===== src/rtl/serial_word_deserializer.sv =====
// Serial-to-parallel word assembler (LSB first) with a one-entry valid/ready output slot
// and a sticky overrun flag. Define PARITY_CHECK_EN to consume and check an even-parity bit per word.
module serial_word_deserializer #(
    parameter int WIDTH = 8
) (
    input  logic             clock_i,
    input  logic             reset_i,
    input  logic             bit_in_i,
    input  logic             bit_valid_i,
    input  logic             start_i,
    output logic [WIDTH-1:0] word_out_o,
    output logic             word_valid_o,
    input  logic             word_ready_i,
    output logic             overrun_o,
    output logic             parity_err_o,
    output logic             busy_o
);

    localparam int CNT_W = $clog2(WIDTH + 1);

`ifdef PARITY_CHECK_EN
    typedef enum logic [1:0] {IDLE, SHIFT, PAR} state_t;
`else
    typedef enum logic [1:0] {IDLE, SHIFT} state_t;
`endif

    state_t             state_q, state_d;
    logic [CNT_W-1:0]   count_q, count_d;
    logic [WIDTH-1:0]   shift_q, shift_d;
    logic [WIDTH-1:0]   word_q, word_d;
    logic               valid_q, valid_d;
    logic               overrun_q, overrun_d;
    logic               perr_q, perr_d;
    logic               busy_q;
    logic               complete;
    logic [WIDTH-1:0]   done_word;

    always_comb begin
        state_d   = state_q;
        count_d   = count_q;
        shift_d   = shift_q;
        word_d    = word_q;
        valid_d   = valid_q;
        overrun_d = overrun_q;
        perr_d    = 1'b0;
        complete  = 1'b0;
        done_word = shift_q;

        if (valid_q && word_ready_i) begin
            valid_d = 1'b0;
        end

        case (state_q)
            IDLE: begin
                if (bit_valid_i && start_i) begin
                    shift_d = WIDTH'(bit_in_i);
                    count_d = CNT_W'(1);
                    state_d = SHIFT;
                end
            end
            SHIFT: begin
                if (bit_valid_i) begin
                    if (start_i) begin
                        // Realignment mid-word: drop the partial word silently.
                        shift_d = WIDTH'(bit_in_i);
                        count_d = CNT_W'(1);
                    end else begin
                        shift_d = shift_q | (WIDTH'(bit_in_i) << count_q);
                        if (count_q == CNT_W'(WIDTH - 1)) begin
`ifdef PARITY_CHECK_EN
                            count_d = CNT_W'(WIDTH);
                            state_d = PAR;
`else
                            complete  = 1'b1;
                            done_word = shift_d;
                            count_d   = '0;
                            state_d   = IDLE;
`endif
                        end else begin
                            count_d = count_q + CNT_W'(1);
                        end
                    end
                end
            end
`ifdef PARITY_CHECK_EN
            PAR: begin
                if (bit_valid_i) begin
                    complete  = 1'b1;
                    done_word = shift_q;
                    perr_d    = (^shift_q) ^ bit_in_i;
                    count_d   = '0;
                    state_d   = IDLE;
                end
            end
`endif
            default: begin
                state_d = IDLE;
                count_d = '0;
            end
        endcase

        // A word may load when the slot is empty or is being drained this same cycle.
        if (complete) begin
            if (!valid_q || word_ready_i) begin
                word_d  = done_word;
                valid_d = 1'b1;
            end else begin
                overrun_d = 1'b1;
            end
        end
    end

    always_ff @(posedge clock_i) begin
        if (reset_i) begin
            state_q   <= IDLE;
            count_q   <= '0;
            shift_q   <= '0;
            word_q    <= '0;
            valid_q   <= 1'b0;
            overrun_q <= 1'b0;
            perr_q    <= 1'b0;
            busy_q    <= 1'b0;
        end else begin
            state_q   <= state_d;
            count_q   <= count_d;
            shift_q   <= shift_d;
            word_q    <= word_d;
            valid_q   <= valid_d;
            overrun_q <= overrun_d;
            perr_q    <= perr_d;
            busy_q    <= (state_d != IDLE);
        end
    end

    assign word_out_o   = word_q;
    assign word_valid_o = valid_q;
    assign overrun_o    = overrun_q;
`ifdef PARITY_CHECK_EN
    assign parity_err_o = perr_q;
`else
    assign parity_err_o = 1'b0;
`endif
    assign busy_o       = busy_q;

endmodule


===== config.mk =====
export PLATFORM = sky130hd
export DESIGN_NAME = serial_word_deserializer
export DESIGN_NICKNAME = d
export VERILOG_FILES = /design/src/rtl/serial_word_deserializer.sv
export SDC_FILE = /design/constraint.sdc
export NUM_CORES = 1
export LEC_CHECK = 0
export CAP_MARGIN = 40
export CELL_PAD_IN_SITES_DETAIL_PLACEMENT = 0
export CELL_PAD_IN_SITES_GLOBAL_PLACEMENT = 1
export CORE_ASPECT_RATIO = 0.75
export CORE_MARGIN = 5
export CORE_UTILIZATION = 42
export CTS_BUF_LIST = sky130_fd_sc_hd__clkbuf_2
export DETAILED_ROUTE_END_ITERATION = 16
export MAX_ROUTING_LAYER = met4
export PLACE_DENSITY = 0.91
export SLEW_MARGIN = 20
export SYNTH_ARGS = -nofsm -noshare
export SYNTH_HDL_FRONTEND = slang
export SYNTH_SLANG_ARGS = --single-unit
export TNS_END_PERCENT = 20

===== constraint.sdc =====
create_clock -name clock_i -period 1.9 [get_ports clock_i]
set_clock_uncertainty 0.1 [all_clocks]
set_input_delay 0.475 -clock clock_i [delete_from_list [all_inputs] [get_ports clock_i]]
set_output_delay 0.475 -clock clock_i [all_outputs]
set_load 0.01 [all_outputs]

==> impl.org <==
** Placed design
- In this run the tool buffered the top-level ports with 16 buffer cells.
- Area of placed instances :: 0.00143 mm2
- At the end of routability-driven placement, the weighted congestion stood at 0.816.
- Once detailed placement completed, the half-perimeter wirelength came to 2090 um.
- Setup slack at placement :: -0.0986 ns

** Critical path
- The worst setup path is of the register to output port kind.
- For this design, the slowest cell found on the critical path is clkdlybuf4s50_1.
- The worst register-to-register path ends at count_q[3].
- For this run, the slowest stage of the critical path takes 0.53 ns.
- Together, buffers and inverters on the worst path number 1.
- Traced cell by cell, the critical path runs through clkdlybuf4s50_1.
- The startpoint identified for the worst register-to-register timing path is count_q[0].
- Crit end category :: output port
- Arrival time reported for the critical path endpoint :: between 1 and 1.5 ns
- R2r worst-path depth :: 4
- At the worst endpoint, the required time is ~1.3 ns.
- Broken down by cell family, the worst path's largest delay share belongs to buffers and inverters.
- In this run the worst path has a maximum fanout of 2.
- Critical Path Start Type :: register
- In this run the register-to-register setup slack is 0.30 ns.

** Job
- Reported max-cap violation count :: 0

** Clocking
- TritonCTS built the clock tree.
- Buffers inserted to repair hold after CTS numbered 0.
- CTS Root Cell :: clkbuf_2
- Clock Path Buffers :: 2
- H-Tree Depth :: 1
- Num CTS Buffers :: 3
- After clock tree synthesis, the setup repair step added 0 buffers.
- Clock-pin slew was measured on the worst setup and hold paths at between 0.2 and 0.25 ns.
- The clock drives 25 sinks.
- Clock latency on the worst-skew pair :: 0.34 ns
- # resized after CTS :: 0

** Synthesis
- In this run the mean area of a mapped cell was 9.19 um2.
- Share of async-settable or async-resettable flops after synthesis :: 0%
- EDFF count, synth :: 0
- Netlist Area Pre-Place :: roughly 0.0012 mm2
- Synth Instances :: 128
- For this run, the leading register cell type out of synthesis is dfxtp_1.
- The share of the Yosys chip area taken by registers is 42.6%.
- Synthesis inferred 25 register bits.
- Yosys cell types :: 43
- Yosys warnings :: 0

** Detailed routing
- In the routed design, unresolved DRC markers number 0.
- Post-DRT Antenna Nets :: 0
- Routed length per instance :: 14.6 um
- Final wirelength :: 2750 um
- Number of detailed-route iterations in the first pass :: 4
- Number of DRC markers after the initial detailed-route iteration :: 108
- The detailed router placed 1,041 vias in this run.
- After detailed routing, the number of vias per cell comes to about 5.5.

** Floorplan
- In this run the standard cell core region covers 0.00264 mm2.
- The die covers 0.00397 mm2.
- From left edge to right edge, the die measures 71.1 um.
- Starting Density :: 44.5%
- The die is ~56 um tall.
- Site Rows :: 16
- During I/O placement, the number of pins put on the boundary was 18.

** Power and ir drop
- Largest vdd supply drop :: 0.000311 V
- Summed over all cells, the static leakage comes to approximately 0.63 nW.
- Cell Pwr Density :: 554 mW/mm2

** Final layout
- The post-route netlist has between 20% and 30% of its cells at a drive strength greater than 1.
- Compared with the post-synthesis result, the final layout area differs by 25.1%.
- The final layout contains 160 nets.
- The finished cells cover 0.00147 mm2.
- Antenna diodes :: 0
- Cells fill 55.7% of the core in the end.

** GRT
- Global routing used 14.9% of the available tracks.
- Total grt overflow :: 0
- Initial antenna violation count :: 0
- The first global-routing pass estimated 4680 um of wire.
- Entering global routing, the biggest net connects 15 pins.
- Vias in the first global route :: 937

** Min path
- The worst hold path passes through 2 cells.
- The min-delay analysis places its worst path in the category register to register.
- Hold Crit Endpoint :: word_out_o[2]
- HP Start :: word_out_o[2]

** STA
- For this run, the top clock speed supported by timing is between 500 and 600 MHz.
- Fraction of the cycle the final worst path needs :: around 97%
- Setup repair after global routing left no endpoint under its margin.
- Final TNS setup :: 0 ns
- Final max-slew violation count :: 0
- The final hold violation count was 0.
- Smallest hold slack :: 0.386 ns
- Setup slack after layout :: 0.0641 ns
- Total of endpoints with negative setup slack in the final report :: 0
- After layout, the minimum clock period comes to between 1.5 and 2 ns.

** Outcome
- The flow ran to the end, and the final reports show no timing, DRC or antenna violations.
-- sequential cells by signal, summed over array words and instances, names as in the netlist --
| register | flops |
|---|---|
| shift_q | 8 |
| count_q | 4 |
| busy_o | 1 |
| word_out_o | 8 |
| overrun_o | 1 |
| word_valid_o | 1 |
| state_q | 2 |
-- Yosys cell counts, types with 2 or more instances --
cell type / n / share of area, %
a21oi_1: 8 / 3.4
a41oi_1: 5 / 3.7
buf_4: 2 / 1.3
nand4_1: 4 / 2.1
clkbuf_1: 3 / 0.96
inv_1: 3 / 0.96
o21ai_0: 2 / 0.85
nand3b_1: 2 / 1.3
a22oi_1: 2 / 1.3
buf_2: 4 / 1.7
nor2b_1: 4 / 2.1
a211oi_1: 5 / 3.2
and2_1: 2 / 1.1
nor3_1: 4 / 1.7
a31oi_1: 8 / 4.3
nand3_1: 3 / 1.3
o31ai_1: 4 / 2.6
dfxtp_1: 25 / 43
nor2_1: 13 / 4.1
and3b_1: 2 / 1.5
-- area by class of cell --
class	instances	area, um2
Inverter	3	11.3
Clock inverter	1	5.00
Sequential cell	25	512
Clock buffer	3	15.0
Timing Repair Buffer	32	295
Multi-Input combinational cell	88	588
Fill cell	239	1170
Tap cell	36	45.0
-- through the flow --
| stage | instances | power [mW] |
|---|---|---|
| 3_3_place_gp | 184 | 0.620 |
| 2_1_floorplan | 129 | 0.585 |
| 4_1_cts | 188 | 0.825 |
| 5_1_grt | 188 | 0.857 |
| 3_5_place_dp | 184 | 0.623 |
| 6_report | 188 | 0.816 |
-- tightest hold or removal path, stage by stage, from the launching register on --
cell and delay, ns:
dfxtp_2 0.37, o31ai_1 0.05, a21oi_1 0.06
-- layout by cell type, fill, tap and decap left out, drive strengths merged, types with 2 or more instances in the layout --
cell type	instances
a41oi	5
o21ai	3
nor3	4
inv	3
clkdlybuf4s50	10
nor2b	4
a22oi	2
buf	16
and2	2
nand3	3
and3b	3
dfxtp	25
a21oi	8
nand3b	2
o31ai	4
a31oi	8
nand4	4
a211oi	5
clkbuf	3
dlymetal6s2s	6
conb	2
nor2	13
-- layer usage --
| metal | track usage (%) | vias up | wire [um] |
|---|---|---|---|
| met5 | - | - | 0 |
| met4 | 1.88 | 0 | 8 |
| met3 | 4.33 | 2 | 142 |
| met2 | 20.3 | 25 | 1160 |
| met1 | 22.1 | 486 | 1440 |
| li1 | - | 528 | - |
-- worst max-delay path by stage --
stage	cells after the start	to	from	slack, ns
finish	1	overrun_o	overrun_o	0.06
global route	1	word_out_o[3]	word_out_o[3]	0.003
CTS	1	word_valid_o	word_valid_o	0.01
detailed placement	4	word_out_o[5]	start_i	-0.1
global placement	4	word_out_o[5]	start_i	-0.06
floorplan	4	word_out_o[4]	start_i	0.39
-- power by group --
| part | leakage, nW | switching (mW) | internal, mW |
|---|---|---|---|
| logic | 0.407 | 0.0373 | 0.0395 |
| clock network | 0.0164 | 0.155 | 0.0477 |
| registers | 0.207 | 0.00679 | 0.530 |
-- logic make-up after synthesis --
logic type | Yosys count | share of synthesized area [%]
buf+inv | 16 | 7.76
flops | 25 | 42.6
compound gates | 39 | 22.7
fa+ha+maj | 1 | 1.06
simple gates | 45 | 24.9
other cells | 1 | 0.319
xor+xnor | 1 | 0.745
Power figures use the tool's default switching activity.
==> variant (same settings) <==
Add a define of `PARITY_CHECK_EN`.
--- a/src/rtl/serial_word_deserializer.sv
+++ b/src/rtl/serial_word_deserializer.sv
@@ -1,5 +1,7 @@
 // Serial-to-parallel word assembler (LSB first) with a one-entry valid/ready output slot
 // and a sticky overrun flag. Define PARITY_CHECK_EN to consume and check an even-parity bit per word.
+`define PARITY_CHECK_EN
+
 module serial_word_deserializer #(
     parameter int WIDTH = 8
 ) (
Check against the original RTL: not equivalent (Yosys sat finds a counterexample within 10 cycles, from zero or initial values and one cycle with reset_i high).
==> variant against the unedited design <==
Worst setup slack lost 0.0024 ns; total power rose by 6.1%; core utilization is 0.64 points lower; count of clock-buffer cells in the layout unchanged; largest cell class unchanged; critical path type unchanged; sequential share of layout area up 1.2 points; critical path depth unchanged; maximum frequency decreased by 0.13%; wire length is 11% lower; non-clock buffer count decreased by 5; design area increased by 0.34%; area after synthesis rose by 2.2%; sequential cell count rose by 1.
==> variant: results (changes against the unedited design) <==
[timing]
fin_tns_setup_ns=0  ; unchanged
fmax_mhz=544.0  ; -0.13%
worst_slew_pin_slew_ns=0.3402

[layout]
diodes=0  ; unchanged
fillers=249  ; +4.2%
drive_gt1_share_pct=20.00  ; -1.7 points
nNetsFinal=158  ; -1.3%

[yosys]
synth_commonest_cells=dfxtp_1 (26), nor2_1 (21), a21oi_1 (12), mux2i_1 (9)
yosysSeqAreaShare_pct=43.29  ; +0.74 points
syn_nets=134
synthTopCellsByArea=dfxtp_1 (43%), mux2i_1 (7.5%), nor2_1 (6.6%)
synth_cell_types=37  ; -14%
yosysWarnings=0  ; unchanged
async_reset_ff_share_pct=0  ; unchanged

[grt]
grt_max_degree=15  ; unchanged
track_usage_pct=13.20  ; -1.7 points
grt_pass1_vias=867  ; -7.5%
gr-total-overflow=0  ; unchanged
antenna_found_initial=0  ; unchanged
grt_pass1_wl_mm=4.146  ; -11%

[drt]
avgViaCountPerCell=5.145  ; -7.1%
drt_iter0_markers=60  ; -44%
drt-wirelength-per-cell_um=13.18  ; -9.9%
first_pass_iters=4  ; unchanged

[place]
gp_congestion=0.8065  ; -1.2%
port_buffers=17  ; +1
hpwl_mm=1.807  ; -13%
post-place-ws_ns=-0.03317  ; +0.06542 ns

[clock_network]
post-cts-setup-buffer-count=0  ; unchanged
clk_latency_ns=0.35
cts-root-buf=clkbuf_2
h-tree-depth=1  ; unchanged
clk_path_buf_depth=2  ; unchanged

[power]
ir_worst_vdd_v=0.0003253  ; +4.6%
total_leakage_power_nw=0.5579  ; -11%

[worst_hold_path]
min_from=overrun_o
timing.hold.worst.class=reg2reg
min_to=overrun_o
worstHoldPathCells=2  ; unchanged

[setup_path]
r2r-end=shift_q[5]
r2r_start=state_q[1]
slowest_stage=clkdlybuf4s50_1
cp.arrival_ns=1.26  ; about the same
rr_worst_depth=4  ; unchanged
cp_top_family=buffers and inverters
crit_path_max_fanout=2  ; unchanged
cpPeakStageDelay_ns=0.53  ; about the same

[status]
status=complete, no violations

-- variant: kinds of logic (layout without fill, tap and decap cells) --
kind of cell    Yosys count  count (layout)  share of synthesized area (%)
buf+inv                   9              32                          4.578
fa+ha+maj                 1               1                          1.040
mux                       9               9                          7.492
flops                    26              26                          43.29
simple gates             49              49                          24.04
compound gates           26              26                          13.32
xor+xnor                  7               7                          6.243
-- variant: through the flow --
stage	instances	hold WS, ns	instance area, um2
after floorplan	127	0.3786	1202
after global placement	182	0.3563	1441
after detailed placement	182	0.3713	1441
after CTS	186	0.3986	1461
after global routing	186	0.4178	1476
final	186	0.3936	1476
-- variant: repair_timing --
action / 4_1_cts / 5_1_grt
hold buffers: 0 / 0
endpoints found under the setup margin: 1 / 9
endpoints found under the hold margin: 0 / 0
resized for setup: 1 / 10
-- variant: how the worst max path moves through the flow --
stage | start | endpoint | cells after the start
floorplan | start_i | shift_q[4] | 5
CTS | word_out_o[1] | word_out_o[1] | 1
finish | word_out_o[1] | word_out_o[1] | 1
global placement | bit_valid_i | shift_q[5] | 5
global route | word_out_o[1] | word_out_o[1] | 1
detailed placement | bit_valid_i | word_out_o[0] | 6
-- variant: area by class of cell --
| class | instances | area (um2) | share of cell area [%] |
|---|---|---|---|
| clock buffers | 3 | 15.01 | 1.017 |
| clock inverters | 1 | 3.754 | 0.2542 |
| inverters | 1 | 3.754 | 0.2542 |
| multi-input cells | 92 | 626.9 | 42.46 |
| flip-flops and latches | 26 | 531.8 | 36.02 |
| well taps | 36 | 45.04 | 3.051 |
| repair buffers | 27 | 250.2 | 16.95 |
-- variant: where the power goes --
part           leakage, nW  internal [mW]  switching, mW
Combinational        0.329         0.0516         0.0488
Clock               0.0140         0.0457          0.159
Sequential           0.215          0.553        0.00741
Total                0.558          0.651          0.215
-- variant: routing by layer --
metal | up-vias | wire length (um) | global-route usage (%)
met5 | - | 0 | -
met4 | 0 | 10 | 2.413
met3 | 2 | 168 | 4.278
met2 | 30 | 1033 | 19.63
met1 | 441 | 1241 | 17.70
li1 | 484 | - | -
